===== config.mk =====
export PLATFORM = sky130hd
export DESIGN_NAME = length_parser
export DESIGN_NICKNAME = d
export VERILOG_FILES = /design/src/rtl/decomp_pkg.sv /design/src/rtl/prefix_decoder.sv /design/src/rtl/length_parser.sv
export SDC_FILE = /design/constraint.sdc
export NUM_CORES = 2
export LEC_CHECK = 0
export BUFFER_PORTS_ARGS = -buffer_cell sky130_fd_sc_hd__buf_4
export CELL_PAD_IN_SITES_DETAIL_PLACEMENT = 1
export CELL_PAD_IN_SITES_GLOBAL_PLACEMENT = 2
export CORE_ASPECT_RATIO = 0.6
export CORE_MARGIN = 8
export CORE_UTILIZATION = 36
export CTS_BUF_LIST = sky130_fd_sc_hd__clkbuf_4 sky130_fd_sc_hd__clkbuf_8
export DETAILED_ROUTE_END_ITERATION = 8
export GPL_TIMING_DRIVEN = 1
export HOLD_SLACK_MARGIN = 0.02
export PLACE_DENSITY_LB_ADDON = 0.1
export RECOVER_POWER = 50
export SLEW_MARGIN = 0
export SYNTH_ARGS = -nofsm -noshare
export SYNTH_HDL_FRONTEND = slang
export SYNTH_SLANG_ARGS = --single-unit

===== constraint.sdc =====
create_clock -name i_clk -period 11.1 [get_ports i_clk]
set_input_delay 0.555 -clock i_clk [delete_from_list [all_inputs] [get_ports i_clk]]
set_output_delay 0.555 -clock i_clk [all_outputs]
set_load 0.1 [all_outputs]

===== src/rtl/decomp_pkg.sv =====
// Shared code table for the decompressor: code types, prefixes, lengths and
// the prefix decode function used by both word slots of the length parser.
package decomp_pkg;

  localparam int CACHE_LINE     = 128;
  localparam int WIN_W          = 2 * CACHE_LINE;
  localparam int PAIRS_PER_LINE = 8;
  localparam int IDX_W          = 4;

  typedef enum logic [2:0] {
    ZZZZ = 3'd0,
    XXXX = 3'd1,
    MMMM = 3'd2,
    MMXX = 3'd3,
    ZZZX = 3'd4,
    MMMX = 3'd5
  } code_e;

  typedef enum logic [1:0] {
    ST_IDLE  = 2'd0,
    ST_RUN   = 2'd1,
    ST_ERROR = 2'd2
  } state_e;

  localparam logic [1:0] PFX_ZZZZ    = 2'b00;
  localparam logic [1:0] PFX_XXXX    = 2'b01;
  localparam logic [1:0] PFX_MMMM    = 2'b10;
  localparam logic [3:0] PFX_MMXX    = 4'b1100;
  localparam logic [3:0] PFX_ZZZX    = 4'b1101;
  localparam logic [3:0] PFX_MMMX    = 4'b1110;

  localparam logic [5:0] LEN_ZZZZ    = 6'd2;
  localparam logic [5:0] LEN_XXXX    = 6'd34;
  localparam logic [5:0] LEN_MMMM    = 6'(2 + IDX_W);
  localparam logic [5:0] LEN_MMXX    = 6'(4 + IDX_W + 16);
  localparam logic [5:0] LEN_ZZZX    = 6'd12;
  localparam logic [5:0] LEN_MMMX    = 6'(4 + IDX_W + 8);
  localparam logic [5:0] LEN_ILLEGAL = 6'd4;

  typedef struct packed {
    code_e      enc;
    logic [5:0] len;
    logic       illegal;
  } prefix_info_t;

  function automatic prefix_info_t decode_prefix(input logic [3:0] p);
    prefix_info_t r;
    r.enc     = ZZZZ;
    r.len     = LEN_ZZZZ;
    r.illegal = 1'b0;
    if (p[3:2] == PFX_ZZZZ) begin
      r.enc = ZZZZ;
      r.len = LEN_ZZZZ;
    end else if (p[3:2] == PFX_XXXX) begin
      r.enc = XXXX;
      r.len = LEN_XXXX;
    end else if (p[3:2] == PFX_MMMM) begin
      r.enc = MMMM;
      r.len = LEN_MMMM;
    end else if (p == PFX_MMXX) begin
      r.enc = MMXX;
      r.len = LEN_MMXX;
    end else if (p == PFX_ZZZX) begin
      r.enc = ZZZX;
      r.len = LEN_ZZZX;
    end else if (p == PFX_MMMX) begin
      r.enc = MMMX;
      r.len = LEN_MMMX;
    end else begin
      r.len     = LEN_ILLEGAL;
      r.illegal = 1'b1;
    end
    return r;
  endfunction

endpackage


===== src/rtl/prefix_decoder.sv =====
// Decodes one word starting i_offset bits below the window MSB: code type,
// total length and the right-aligned payload that follows the prefix.
module prefix_decoder
  import decomp_pkg::*;
(
  input  logic [WIN_W-1:0] i_window,
  input  logic [5:0]       i_offset,
  output code_e            o_enc,
  output logic [5:0]       o_len,
  output logic             o_illegal,
  output logic [31:0]      o_payload
);

  logic [3:0]   prefix;
  prefix_info_t info;
  logic [2:0]   pre_len;
  logic [5:0]   pay_len;
  logic [6:0]   pay_start;
  logic [31:0]  raw;

  always_comb begin
    prefix    = 4'((i_window << i_offset) >> (WIN_W - 4));
    info      = decode_prefix(prefix);
    pre_len   = (prefix[3] & prefix[2]) ? 3'd4 : 3'd2;
    pay_len   = info.len - 6'(pre_len);
    pay_start = {1'b0, i_offset} + {4'd0, pre_len};
    // Top 32 bits after the prefix, then drop whatever belongs to the next word.
    raw       = 32'((i_window << pay_start) >> (WIN_W - 32));
    o_enc     = info.enc;
    o_len     = info.len;
    o_illegal = info.illegal;
    o_payload = (pay_len == 6'd0) ? 32'd0 : (raw >> (6'd32 - pay_len));
  end

endmodule


===== src/rtl/length_parser.sv =====
// Bit-window front end of the decompressor: buffers 128-bit chunks and
// emits two decoded words per fire, dropping line-end padding after pair 7.
//
// state    | meaning
// ST_IDLE  | window empty (count == 0)
// ST_RUN   | window holds bits, pairs may fire
// ST_ERROR | illegal prefix decoded, frozen until reset
module length_parser
  import decomp_pkg::*;
(
  input  logic                  i_clk,
  input  logic                  i_reset,
  input  logic [CACHE_LINE-1:0] i_comp_data,
  input  logic                  i_comp_valid,
  output logic                  o_comp_ready,
  output logic                  o_valid,
  input  logic                  i_ready,
  output logic [2:0]            o_encoded1,
  output logic [2:0]            o_encoded2,
  output logic [5:0]            o_length1,
  output logic [5:0]            o_length2,
  output logic [6:0]            o_total_length,
  output logic [31:0]           o_payload1,
  output logic [31:0]           o_payload2,
  output logic                  o_last_pair,
  output logic                  o_error
);

  logic [WIN_W-1:0] window_q, window_d;
  logic [8:0]       count_q, count_d;
  logic [6:0]       line_off_q, line_off_d;
  logic [2:0]       pair_cnt_q, pair_cnt_d;
  state_e           state_q, state_d;

  logic             valid_q, valid_d;
  logic             error_q, error_d;
  logic             last_pair_q, last_pair_d;
  logic [2:0]       enc1_q, enc1_d, enc2_q, enc2_d;
  logic [5:0]       len1_q, len1_d, len2_q, len2_d;
  logic [6:0]       total_q, total_d;
  logic [31:0]      pay1_q, pay1_d, pay2_q, pay2_d;

  code_e            enc1, enc2;
  logic [5:0]       len1, len2;
  logic             ill1, ill2;
  logic [31:0]      pay1, pay2;

  logic [6:0]       total;
  logic [8:0]       need2;
  logic             long2;
  logic             last;
  logic [6:0]       pad;
  logic [7:0]       shift;
  logic             fire;
  logic             accept;
  logic [WIN_W-1:0] win_s;
  logic [8:0]       count_s;

  prefix_decoder u_word1 (
    .i_window  (window_q),
    .i_offset  (6'd0),
    .o_enc     (enc1),
    .o_len     (len1),
    .o_illegal (ill1),
    .o_payload (pay1)
  );

  prefix_decoder u_word2 (
    .i_window  (window_q),
    .i_offset  (len1),
    .o_enc     (enc2),
    .o_len     (len2),
    .o_illegal (ill2),
    .o_payload (pay2)
  );

  assign o_comp_ready   = (state_q != ST_ERROR) && (count_q <= 9'd128);
  assign o_valid        = valid_q;
  assign o_error        = error_q;
  assign o_last_pair    = last_pair_q;
  assign o_encoded1     = enc1_q;
  assign o_encoded2     = enc2_q;
  assign o_length1      = len1_q;
  assign o_length2      = len2_q;
  assign o_total_length = total_q;
  assign o_payload1     = pay1_q;
  assign o_payload2     = pay2_q;

  always_comb begin
    total  = {1'b0, len1} + {1'b0, len2};
    // Word2 needs its full prefix present before its length can be trusted.
    long2  = ill2 || (enc2 == MMXX) || (enc2 == ZZZX) || (enc2 == MMMX);
    need2  = 9'(len1) + (long2 ? 9'd4 : 9'd2);
    last   = (pair_cnt_q == 3'(PAIRS_PER_LINE - 1));
    pad    = last ? 7'(7'd0 - line_off_q - total) : 7'd0;
    shift  = {1'b0, total} + {1'b0, pad};
    fire   = (state_q == ST_RUN) && (count_q >= need2) &&
             (count_q >= 9'(total)) && (!valid_q || i_ready);
    accept = i_comp_valid && o_comp_ready;

    window_d    = window_q;
    count_d     = count_q;
    line_off_d  = line_off_q;
    pair_cnt_d  = pair_cnt_q;
    valid_d     = valid_q;
    error_d     = error_q;
    last_pair_d = last_pair_q;
    enc1_d      = enc1_q;
    enc2_d      = enc2_q;
    len1_d      = len1_q;
    len2_d      = len2_q;
    total_d     = total_q;
    pay1_d      = pay1_q;
    pay2_d      = pay2_q;
    win_s       = window_q;
    count_s     = count_q;

    if (fire && (ill1 || ill2)) begin
      error_d = 1'b1;
      valid_d = 1'b0;
    end else if (fire) begin
      valid_d     = 1'b1;
      enc1_d      = enc1;
      enc2_d      = enc2;
      len1_d      = len1;
      len2_d      = len2;
      total_d     = total;
      pay1_d      = pay1;
      pay2_d      = pay2;
      last_pair_d = last;
      line_off_d  = last ? 7'd0 : line_off_q + total;
      pair_cnt_d  = last ? 3'd0 : pair_cnt_q + 3'd1;
      win_s       = window_q << shift;
      count_s     = (count_q >= 9'(shift)) ? count_q - 9'(shift) : 9'd0;
    end else if (i_ready) begin
      valid_d = 1'b0;
    end

    window_d = win_s;
    count_d  = count_s;
    if (accept) begin
      window_d = win_s | ({i_comp_data, {CACHE_LINE{1'b0}}} >> count_s);
      count_d  = count_s + 9'd128;
    end

    if (error_d)            state_d = ST_ERROR;
    else if (count_d == '0) state_d = ST_IDLE;
    else                    state_d = ST_RUN;
  end

  always_ff @(posedge i_clk or posedge i_reset) begin
    if (i_reset) begin
      window_q    <= '0;
      count_q     <= '0;
      line_off_q  <= '0;
      pair_cnt_q  <= '0;
      state_q     <= ST_IDLE;
      valid_q     <= 1'b0;
      error_q     <= 1'b0;
      last_pair_q <= 1'b0;
      enc1_q      <= '0;
      enc2_q      <= '0;
      len1_q      <= '0;
      len2_q      <= '0;
      total_q     <= '0;
      pay1_q      <= '0;
      pay2_q      <= '0;
    end else begin
      window_q    <= window_d;
      count_q     <= count_d;
      line_off_q  <= line_off_d;
      pair_cnt_q  <= pair_cnt_d;
      state_q     <= state_d;
      valid_q     <= valid_d;
      error_q     <= error_d;
      last_pair_q <= last_pair_d;
      enc1_q      <= enc1_d;
      enc2_q      <= enc2_d;
      len1_q      <= len1_d;
      len2_q      <= len2_d;
      total_q     <= total_d;
      pay1_q      <= pay1_d;
      pay2_q      <= pay2_d;
    end
  end

endmodule


==> results.cfg <==
[floorplanning]
ioPinCount = 225
rows = 105
dieArea_um2 = 150200
fp.dieW_um = 495.1
die_h_um = 303.5
coreArea_um2 = 136600
initial_core_util_pct = 36.29

[worst_setup_path]
crit_path_end_kind = flop
crit_type = flop to flop
worst_path_most_repeated_cell = ha_1
crit_path_top_delay_cell = nand2_1
slowest_delay_ns = 0.88
worstReg2RegStart = window_q[253]
r2r-end = window_q[8]
worstPathRequired_ns = 11.78
start_kind = flop
worstRegToRegCells = 32
cp_max_fo = 11
arrival_ns = 11.80
reg2reg_setup_slack_ns = -0.02

[drt]
vias = 57180
wl_um = 320300
postRouteAntennaNets = 0
route.detailed.drc = 0
drt_iter0_drc = 8321
via_per_inst = 7.035
wl_per_cell_um = 39.42
first_pass_iters = 7

[timing]
rsz0062_at_grt = yes
relSlewSlack_pct = -205.6
fmax_ghz = 0.08989
tightest_slew_ns = 4.583
maxSlewViolCount = 373
period_share_pct = 100.2
setup-violations-final = 1
clock_skew_ns = 0.08141
hold_viol_final = 0
setup_slack_ns = -0.02433
finalCriticalPeriod_ns = 11.12

[yosys]
synthCells = 6321
ys_warn_count = 0
synth_area_leaders = mux2i_1 (19%), dfrtp_1 (18%), mux4_2 (12%)
synth_area_um2 = 49580
synth_seq_cells = 364
synth_cell_type_count = 85
synth_ff_type = dfrtp_1
yosysTopAreaCell = mux2i_1
synth_top_cell_area_share_pct = 18.86
avgSynthCellArea_um2 = 7.844
synth_edf_count = 0
yosysSeqAreaShare_pct = 18.37
async_flop_share_pct = 100.0

[cells_and_area]
drive_gt1_share_pct = 15.30
layout_common_cells = nand2_1 (1088), mux2i_1 (923), nor2_1 (618)
syn_to_final_growth_pct = 10.52
final_common_cell = nand2_1
finalNetCount = 6441
final_area_um2 = 54790

[global_routing]
grt_max_degree = 151
grt_pass1_vias = 54980
grt_overflow = 0
antenna_found_initial = 20
grt_pass1_wl_um = 445300
track_usage_pct = 41.07

[cts]
root_buffer = clkbuf_8
cts.clk_slew.worst_paths_ns = 0.06
cts.sinks = 364
clock_path_buffers = 3
cts-htree-levels = 3
cts_tree = yes
cts_made_buffers = 70
clock_latency_ns = 0.86

[outcome]
violations = capacitance limit, slew limit, setup timing
status = complete, but fails checks

[hold_path]
holdPathEnd = o_valid
worstHoldPathType = input pin to flop
min_from = i_ready
holdPathStages = 3

[placed_design]
hpwlAfterDp_um = 250000
gp_congestion = 1.031
io_buffers = 221
placed_cell_area_um2 = 53560

[job]
drv_cap = 6
-- worst max-delay path: cells and delay by family (launching register included) --
kind | cells | cell delay, ns
xor gates and xnor gates | 1 | 0.18
buffers and inverters | 3 | 0.90
DFF | 1 | 0.78
muxes | 4 | 1.89
adders and majority gates | 6 | 2.32
AOI/OAI and AO/OA | 8 | 2.17
and+or+nand+nor | 10 | 2.72
-- Yosys cell counts (all sizes together) (12+ instances only) --
library cell	number
mux4	258
nand2b	12
a311oi	22
o21ai	453
a21o	21
a221oi	69
nor3	52
nand3	89
o22a	18
a21oi	449
o21a	14
o31ai	26
a31oi	80
a22o	51
clkbuf	449
nor2b	18
xnor2	20
o221ai	81
mux2	88
o22ai	64
dfrtp	364
a221o	70
nand2	1091
and2	30
and3	24
o211ai	105
nor2	630
xor2	13
mux2i	936
buf	192
a211oi	158
inv	58
ha	56
a22oi	115
-- timing repair --
item,in CTS,in global routing
setup endpoints to repair,2,189
pin swaps,0,1
resized for setup,1,19
cloned,0,0
endpoints found under the hold margin,50,0
setup buffers,0,2
hold buffers,1,0
-- how the worst max path moves through the flow --
| stage | start | to | slack, ns | cells past startpoint |
|---|---|---|---|---|
| after floorplan | i_reset | count_q[0] | 0.44 | 1 |
| after global placement | window_q[253] | window_q[156] | 0.02 | 31 |
| after detailed placement | window_q[253] | window_q[156] | -0.11 | 31 |
| after CTS | window_q[253] | window_q[14] | 0.02 | 31 |
| after global routing | window_q[253] | window_q[26] | -0.04 | 32 |
| final | window_q[253] | window_q[8] | -0.02 | 32 |
-- cell type report --
class / instances / area, um^2
multi-input combinational: 5258 / 38100
inverter: 62 / 255.2
antenna: 15 / 37.54
timing repair buffer: 490 / 3583
sequential: 364 / 9109
clock inverter: 25 / 251.5
clock buffer: 94 / 1181
fill: 16470 / 81840
tap: 1819 / 2276
-- metal layers --
layer	GRT usage [%]	part of all wire (%)	vias to the layer above	wire length, um
met5	0	0.012	-	38
met4	11.99	3.4	6	10960
met3	19.23	16	527	49810
met2	52.06	36	3700	116800
met1	60.31	45	29400	142700
li1	-	-	23540	-
-- state kept, by name (all words and copies together), names as in the netlist --
name	count
o_encoded1	3
o_payload1	32
window_q	256
o_last_pair	1
o_encoded2	3
pair_cnt_q	3
o_valid	1
o_length1	5
o_length2	5
o_error	1
line_off_q	6
state_q	1
count_q	9
o_total_length	6
o_payload2	32
-- kinds of logic after synthesis --
| group | after synthesis | synth area share [%] |
|---|---|---|
| AOI/OAI and AO/OA | 1885 | 24.92 |
| other | 2 | 0.01515 |
| DFF | 364 | 18.37 |
| adders and majority gates | 64 | 1.716 |
| buffers and inverters | 703 | 5.628 |
| muxes | 1282 | 32.65 |
| xor gates and xnor gates | 33 | 0.5830 |
| and+or+nand+nor | 1988 | 16.11 |
-- through the flow --
| stage | TNS (ns) | std cells | util, % | hold WS [ns] | setup WS, ns |
|---|---|---|---|---|---|
| 2_1_floorplan | 0 | 6325 | - | 0.4498 | 0.4412 |
| 3_3_place_gp | 0 | 7990 | 39.20 | 0.4633 | 0.02052 |
| 3_5_place_dp | -0.1536 | 7990 | 39.20 | 0.4706 | -0.1070 |
| 4_1_cts | 0 | 8110 | 40.26 | 0.06188 | 0.01777 |
| 5_1_grt | -0.09500 | 8117 | 40.08 | 0.03654 | -0.04399 |
| 6_report | -0.02433 | 8127 | 40.10 | 0.08627 | -0.02433 |
Power is left out: the tool's default activity adds up to more than one toggle a clock period on the data nets, which glitch-free logic cannot reach.
